`src/rtl/trace_pkg.sv`:
```
// trace_pkg: shared state encoding, width constants and width-stepping helper
package trace_pkg;
  typedef enum logic [2:0] {
    IDLE   = 3'd0,
    RESET  = 3'd1,
    HUNT   = 3'd2,
    LOCKED = 3'd3,
    NEXT   = 3'd4
  } state_t;
  localparam logic [2:0] W1 = 3'd1;
  localparam logic [2:0] W2 = 3'd2;
  localparam logic [2:0] W4 = 3'd4;
  function automatic logic [2:0] next_width(input logic [2:0] w);
    return w == W4 ? W2 : w == W2 ? W1 : W4;
  endfunction
endpackage

```
`src/rtl/trace_sat_counter.sv`:
```
// trace_sat_counter: W-bit saturating incrementer; ports clk, rst (sync, active-low clear), inc_i, cnt_o
module trace_sat_counter #(
  parameter int W = 8
) (
  input  logic         clk,
  input  logic         rst,
  input  logic         inc_i,
  output logic [W-1:0] cnt_o
);
  logic [W-1:0] cnt_q, cnt_d;
  assign cnt_d = inc_i && !(&cnt_q) ? cnt_q + 1'b1 : cnt_q;
  always_ff @(posedge clk) begin
    if (!rst) cnt_q <= '0;
    else cnt_q <= cnt_d;
  end
  assign cnt_o = cnt_q;
endmodule

```
`src/rtl/trace_if_ctrl.sv`:
```
// trace_if_ctrl: trace front-end sequencer hunting a bus width (4/2/1 or fixed) until sync locks
// Ports: clk; rst (sync, active-low); enable; cfgWidth/cfgStb host config; sync from input stage;
// width/ifRst to input stage; locked/state status; lossCnt/huntFailCnt stats.
// Stats counters exist only with TRACE_IF_CTRL_STATS_EN defined; otherwise they read 0.
module trace_if_ctrl
  import trace_pkg::*;
#(
  parameter int RST_CYCLES  = 16,
  parameter int HUNT_CYCLES = 2_000_000,
  parameter int CNT_W       = 8
) (
  input  logic             clk,
  input  logic             rst,
  input  logic             enable,
  input  logic [2:0]       cfgWidth,
  input  logic             cfgStb,
  input  logic             sync,
  output logic [2:0]       width,
  output logic             ifRst,
  output logic             locked,
  output logic [2:0]       state,
  output logic [CNT_W-1:0] lossCnt,
  output logic [CNT_W-1:0] huntFailCnt
);
  localparam int TW = $clog2(RST_CYCLES > HUNT_CYCLES ? RST_CYCLES : HUNT_CYCLES);
  localparam logic [TW-1:0] RST_LD  = TW'(RST_CYCLES - 1);
  localparam logic [TW-1:0] HUNT_LD = TW'(HUNT_CYCLES - 1);
  state_t state_q, state_d;
  logic [TW-1:0] timer_q, timer_d;
  logic [2:0] width_q, width_d;
  logic auto_q, auto_d;
  logic cfg_fixed, tmo;
  assign cfg_fixed = cfgWidth == W1 || cfgWidth == W2 || cfgWidth == W4;
  assign tmo = timer_q == '0;
  always_ff @(posedge clk) begin
    if (!rst) begin
      state_q <= IDLE;
      timer_q <= '0;
      width_q <= W4;
      auto_q  <= 1'b1;
    end else begin
      state_q <= state_d;
      timer_q <= timer_d;
      width_q <= width_d;
      auto_q  <= auto_d;
    end
  end
  always_comb begin
    state_d = state_q;
    timer_d = timer_q;
    width_d = width_q;
    auto_d  = auto_q;
    if (!enable) state_d = IDLE;
    else if (cfgStb) begin
      auto_d  = !cfg_fixed;
      width_d = cfg_fixed ? cfgWidth : W4;
      state_d = RESET;
      timer_d = RST_LD;
    end else begin
      case (state_q)
        IDLE: begin
          state_d = RESET;
          timer_d = RST_LD;
        end
        RESET: begin
          state_d = tmo ? HUNT : RESET;
          timer_d = tmo ? HUNT_LD : timer_q - 1'b1;
        end
        HUNT: begin
          state_d = sync ? LOCKED : tmo ? NEXT : HUNT;
          timer_d = tmo ? timer_q : timer_q - 1'b1;
        end
        LOCKED: begin
          state_d = sync ? LOCKED : RESET;
          timer_d = sync ? timer_q : RST_LD;
        end
        NEXT: begin
          width_d = auto_q ? next_width(width_q) : width_q;
          state_d = RESET;
          timer_d = RST_LD;
        end
        default: state_d = IDLE;
      endcase
    end
  end
  // NEXT keeps the stage in reset so the width step lands while ifRst is high
  assign ifRst  = state_q != HUNT && state_q != LOCKED;
  assign locked = state_q == LOCKED;
  assign width  = width_q;
  assign state  = state_q;
`ifdef TRACE_IF_CTRL_STATS_EN
  logic inc_loss, inc_fail;
  assign inc_loss = enable && !cfgStb && state_q == LOCKED && !sync;
  assign inc_fail = enable && !cfgStb && state_q == HUNT && !sync && tmo;
  trace_sat_counter #(.W(CNT_W)) u_loss (.clk(clk), .rst(rst), .inc_i(inc_loss), .cnt_o(lossCnt));
  trace_sat_counter #(.W(CNT_W)) u_fail (.clk(clk), .rst(rst), .inc_i(inc_fail), .cnt_o(huntFailCnt));
`else
  assign lossCnt     = '0;
  assign huntFailCnt = '0;
`endif
endmodule

```
`config.mk`:
```
export PLATFORM = sky130hd
export DESIGN_NAME = trace_if_ctrl
export DESIGN_NICKNAME = d
export VERILOG_FILES = /design/src/rtl/trace_pkg.sv /design/src/rtl/trace_sat_counter.sv /design/src/rtl/trace_if_ctrl.sv
export SDC_FILE = /design/constraint.sdc
export NUM_CORES = 1
export LEC_CHECK = 0
export ABC_AREA = 1
export BUFFER_PORTS_ARGS = -buffer_cell sky130_fd_sc_hd__buf_2
export CAP_MARGIN = 10
export CORE_ASPECT_RATIO = 0.5
export CORE_MARGIN = 2
export CORE_UTILIZATION = 35
export CTS_CLUSTER_DIAMETER = 50
export DETAILED_ROUTE_END_ITERATION = 7
export HOLD_SLACK_MARGIN = 0.08
export PLACE_DENSITY = 0.63
export SYNTH_ARGS = -nofsm -noshare
export SYNTH_HDL_FRONTEND = slang
export SYNTH_SLANG_ARGS = --single-unit
```
`constraint.sdc`:
```
create_clock -name clk -period 3.5 [get_ports clk]
set_input_delay 0.7 -clock clk [delete_from_list [all_inputs] [get_ports clk]]
set_output_delay 0.7 -clock clk [all_outputs]
set_load 0.01 [all_outputs]
```
-- Yosys cells after proc, flatten, opt, wreduce, memory -nomap -nowiden
Cells that the tools add are included.
Widths: inputs -> output; s select.
- flip-flop bits (word level): 28
- input port bits: 8
- logic and storage cells: 53
- add/subtract/negate cells: 1
- eq/ne operators: 13
- multiplexer cells: 17
- bitwise gates (word level): 2
- reductions and logical operators: 15
- operators with widths (kind ; number):
    $mux 21 ; 4
    $pmux 21 s4 ; 1
    $mux 3 ; 8
    $logic_not 21->1 ; 1
    $sub 21x1->21 const B ; 1
    $eq 3x2->1 const B ; 4
    $pmux 3 s4 ; 1
    $eq 3x3->1 const B ; 3
    $eq 3x1->1 const B ; 2
    $ne 3x2->1 const B ; 2
    $ne 3x3->1 const B ; 2
    $reduce_bool 5->1 ; 1
    $mux 2 ; 2
    $reduce_and 2->1 ; 2
    $reduce_and 4->1 ; 1
    $reduce_bool 2->1 ; 2
    $logic_not 3->1 ; 1
    $reduce_and 3->1 ; 1
    $reduce_or 3->1 ; 1
    $logic_or 1x1->1 ; 2
    $not 1->1 ; 2
    $reduce_or 2->1 ; 1
    $logic_and 1x1->1 ; 1
    $logic_not 1->1 ; 1
    $mux 1 ; 1

-- Longest topological paths before layout
- depth after elaboration: 6
- depth in mapped cells: 12
- mapped depth without buffers: 12

-- Least setup slack after synthesis
OpenSTA, ideal clock, no wires.
- kind: input to register
- start: input cfgStb
- end: register timer_q[0]
- setup time: 116 ps
- data arrival time: 1542 ps
- required time: 3384 ps
- path slack: 1842 ps
- cell stages on the path: 7
- cells stage by stage: clkbuf_1 nand2_1 nand2_4 clkinv_2 buf_6 nor2_1 nor2_1
- word-level cells in the longest chain between the ends: 2
- elaborated cells on any way between the ends: 5
- those cells by class: 2 x eq/ne; 1 x mux; 2 x reduce/logical
- ends and longest elaborated chain (item ; RTL line ; text):
    start: declaration ; trace_if_ctrl.sv:16 ; input logic cfgStb,
    $ne 3x3->1 (no line) or $reduce_bool 5->1 (tied branches) ; - ;
    $reduce_and 4->1 (no line) ; - ;
    end signal: assignment ; trace_if_ctrl.sv:43 ; timer_q <= timer_d;
    end: declaration ; trace_if_ctrl.sv:29 ; logic [TW-1:0] timer_q, timer_d;
Several ways; a longest one is shown, not always the timed one.
A chain may end at the register's enable or synchronous reset.

-- Worst setup path in the final report
- start: register timer_q[0]
- end: register timer_q[12]
- word-level cells in the longest chain between the ends: 4
- elaborated cells on any way between the ends: 8
- those cells by class: 1 x add/sub; 1 x eq/ne; 4 x mux; 2 x reduce/logical
- ends and longest elaborated chain (item ; RTL line ; text):
    $sub 21x1->21 or $logic_not 21->1 (tied branches) ; trace_if_ctrl.sv:67, trace_if_ctrl.sv:71, trace_if_ctrl.sv:34 ;
    $mux 21, on equally long branches ; trace_if_ctrl.sv:71, trace_if_ctrl.sv:67 ;
    $pmux 21 s4 ; trace_if_ctrl.sv:60 ; case (state_q)
    $mux 21 ; trace_if_ctrl.sv:54 ; else if (cfgStb) begin
Several ways; a longest one is shown, not always the timed one. The select of a mux whose other input is x is not followed.

==> metrics.txt <==
outcome finished, final reports clean; routed wl met3 231 um; Detailed Route WL 4.471 mm; average size of a mapped cell 6.281 um^2; Tcrit/Tclk final 55.75%; crit path cell chain inv_1, ha_1, nand3_1, nor2_4, nand4_2, nand2_2, nand2_4, clkinv_2, nor2_1, nor2_1; Core Footprint 0.005112 mm^2; cts hold-fix bufs 0; total track usage 15.25%; total gr overflow 0; number of synthesized flops with an enable pin 0; Clock Latency Late Sink 280 ps; CP delay by family, top simple AND/OR/NAND/NOR gates; most common library cells after synthesis nand2_1, nor2_1, inv_1; die height 56.40 um; largest net degree at the start of global routing 27; top routing layer in use met4; Yosys top cell by area dfxtp_1; Netlist Area Pre-Place 0.001922 mm^2; Yosys reg bits 28; fmax 0.5125 GHz; n_diodes 0; top post-synthesis cells by area dfxtp_1, nand2_1, nor2_1, buf_4, o21ai_0; Area Overhead vs Synth 6.185%; met1 WL 2.163 mm; drt drc 0; Clock H-tree levels 1; # nets final 330; Row Count 18; Logic pwr share 22.9%; area share of the largest cell type after synthesis 29.17%; CP peak stage delay 410 ps; Max Cap Viol 0; final hold viol count 0; switching share of power 32.77%; Power Dens Cells 355.4 mW/mm^2; CP Capture Type flop; Setup CP Type reg2reg; cell leakage power 0.9842 nW; Finished Core Util 39.92%; Sum Neg Setup Slack 0 ps; buffers and inverters on the worst path 2; maximum clock path buffer count 2; Synth warnings 0; I/O Buffers 15; Psw 0.2377 mW; Seq pwr share 48.2%; RSZ-0062 raised after global routing false; most used cell, CP nor2_1; vias per cell 4.830; Final min period 1951 ps; Top FF cell, synth dfxtp_1; crit path launch type flop; Met2 Wirelength 2.056 mm; first-pass GRT wire length 7.514 mm; CTS Sinks 28; total CTS buffers 3; initial drt markers 129; DR WL/cell 11.49 um; Clock Power Share 28.9%; most common cell in the netlist nand2_1; antenna violations before repair 0; CP required 3680 ps; TritonCTS clock tree built; post_cts resized 0; crit path DAT 2130 ps; Root Buffer clkbuf_8; die width 108.8 um; Clock Skew 3.355 ps; Ports 32; post-synthesis sequential area ratio 29.17%; Final setup viols 0; Worst-path clk slew 100 ps; DR vias 1879; share of cells above drive strength 1 10.97%; Pre-Repair DR Iteration Count 4; Total Die Area 0.006135 mm^2; library cells used by synthesis 32; Pins Over Slew Limit 0; Internal Power 0.4875 mW; Hold Crit Class reg2reg; worst-path cell with the longest stage delay dfxtp_1; Crit Path Max Fanout 26; number of setup buffers added after CTS 0; Starting Density 37.59%; Synth async-reset ratio 0%; vias in the first global route 1634; GPL Wtd Cong 0.9402; peak supply drop 0.0001498 V; Final HPWL DP 3.450 mm; Synth Instances 306; number of nets with antenna violations after routing 0
worst reg2reg max path: cells and delay by family (launching register included):
kind,cells,cell delay [ps]
buf+inv,2,380
flops,1,410
simple gates,7,850
fa+ha+maj,1,220
power groups by stage:
stage	clock network (mW)	registers [mW]	logic [mW]
final	0.210	0.350	0.166
after global routing	0.225	0.352	0.190
after CTS	0.212	0.349	0.165
after detailed placement	0	0.357	0.164
after global placement	0	0.356	0.162
after floorplan	0	0.354	0.144
cell type report:
class / count / area [um^2]
Fill cell: 537 / 3072
Multi-Input combinational cell: 240 / 1141
Sequential cell: 28 / 560.5
Inverter: 32 / 121.4
Tap cell: 70 / 87.58
Timing Repair Buffer: 15 / 75.07
Clock buffer: 4 / 55.05
kinds of logic after synthesis:
kind of cell               count (synthesis)  share of synthesized area, %
AOI/OAI and AO/OA                         44                         12.17
xor gates and xnor gates                   7                         3.190
adders and majority gates                  2                         1.302
buffers and inverters                     53                         14.39
DFF                                       28                         29.17
other                                      1                        0.1951
and+or+nand+nor                          171                         39.58
path summary, 6_finish.rpt:
path                                  from          end  slack [ps]  depth (start not counted)
worst min register to register      auto_q       auto_q         490                          2
worst max register to register  timer_q[0]  timer_q[12]        1550                         10
worst min-delay path                auto_q       auto_q         490                          2
worst max-delay path            timer_q[0]  timer_q[12]        1550                         10
cell usage in the layout, fill, tap and decap left out, drive strengths merged:
cell	count
nor2	70
nand2	68
inv	30
dfxtp	28
o21ai	22
nand3	16
conb	16
a21oi	15
buf	15
nor3	7
nand4	6
xor2	5
clkbuf	4
o211ai	3
nand3b	2
xnor2	2
a31oi	2
ha	2
clkinv	2
nor3b	1
o31ai	1
or2	1
o22ai	1
flip-flops by register name (all words and copies together), names as in the netlist:
signal,cells
auto_q,1
state,3
timer_q,21
width,3
layer usage:
metal | global-route usage [%] | vias to the layer above
met1 | 20.88 | 849
met5 | 0 | -
met3 | 2.207 | 2
met2 | 25.71 | 57
met4 | 2.747 | 0
li1 | - | 971
metrics by stage:
step	setup slack [ps]	total power, mW	hold WS, ps	instances	instance area [um^2]
finish	1549	0.7252	490.3	389	2041
global placement	1586	0.5181	466.9	385	1986
detailed placement	1561	0.5211	474.2	385	1986
global route	1374	0.7674	538.7	389	2041
floorplan	1842	0.4977	442.8	321	1978
CTS	1554	0.7270	498.8	389	2041
(Power assumes the default switching activity.)
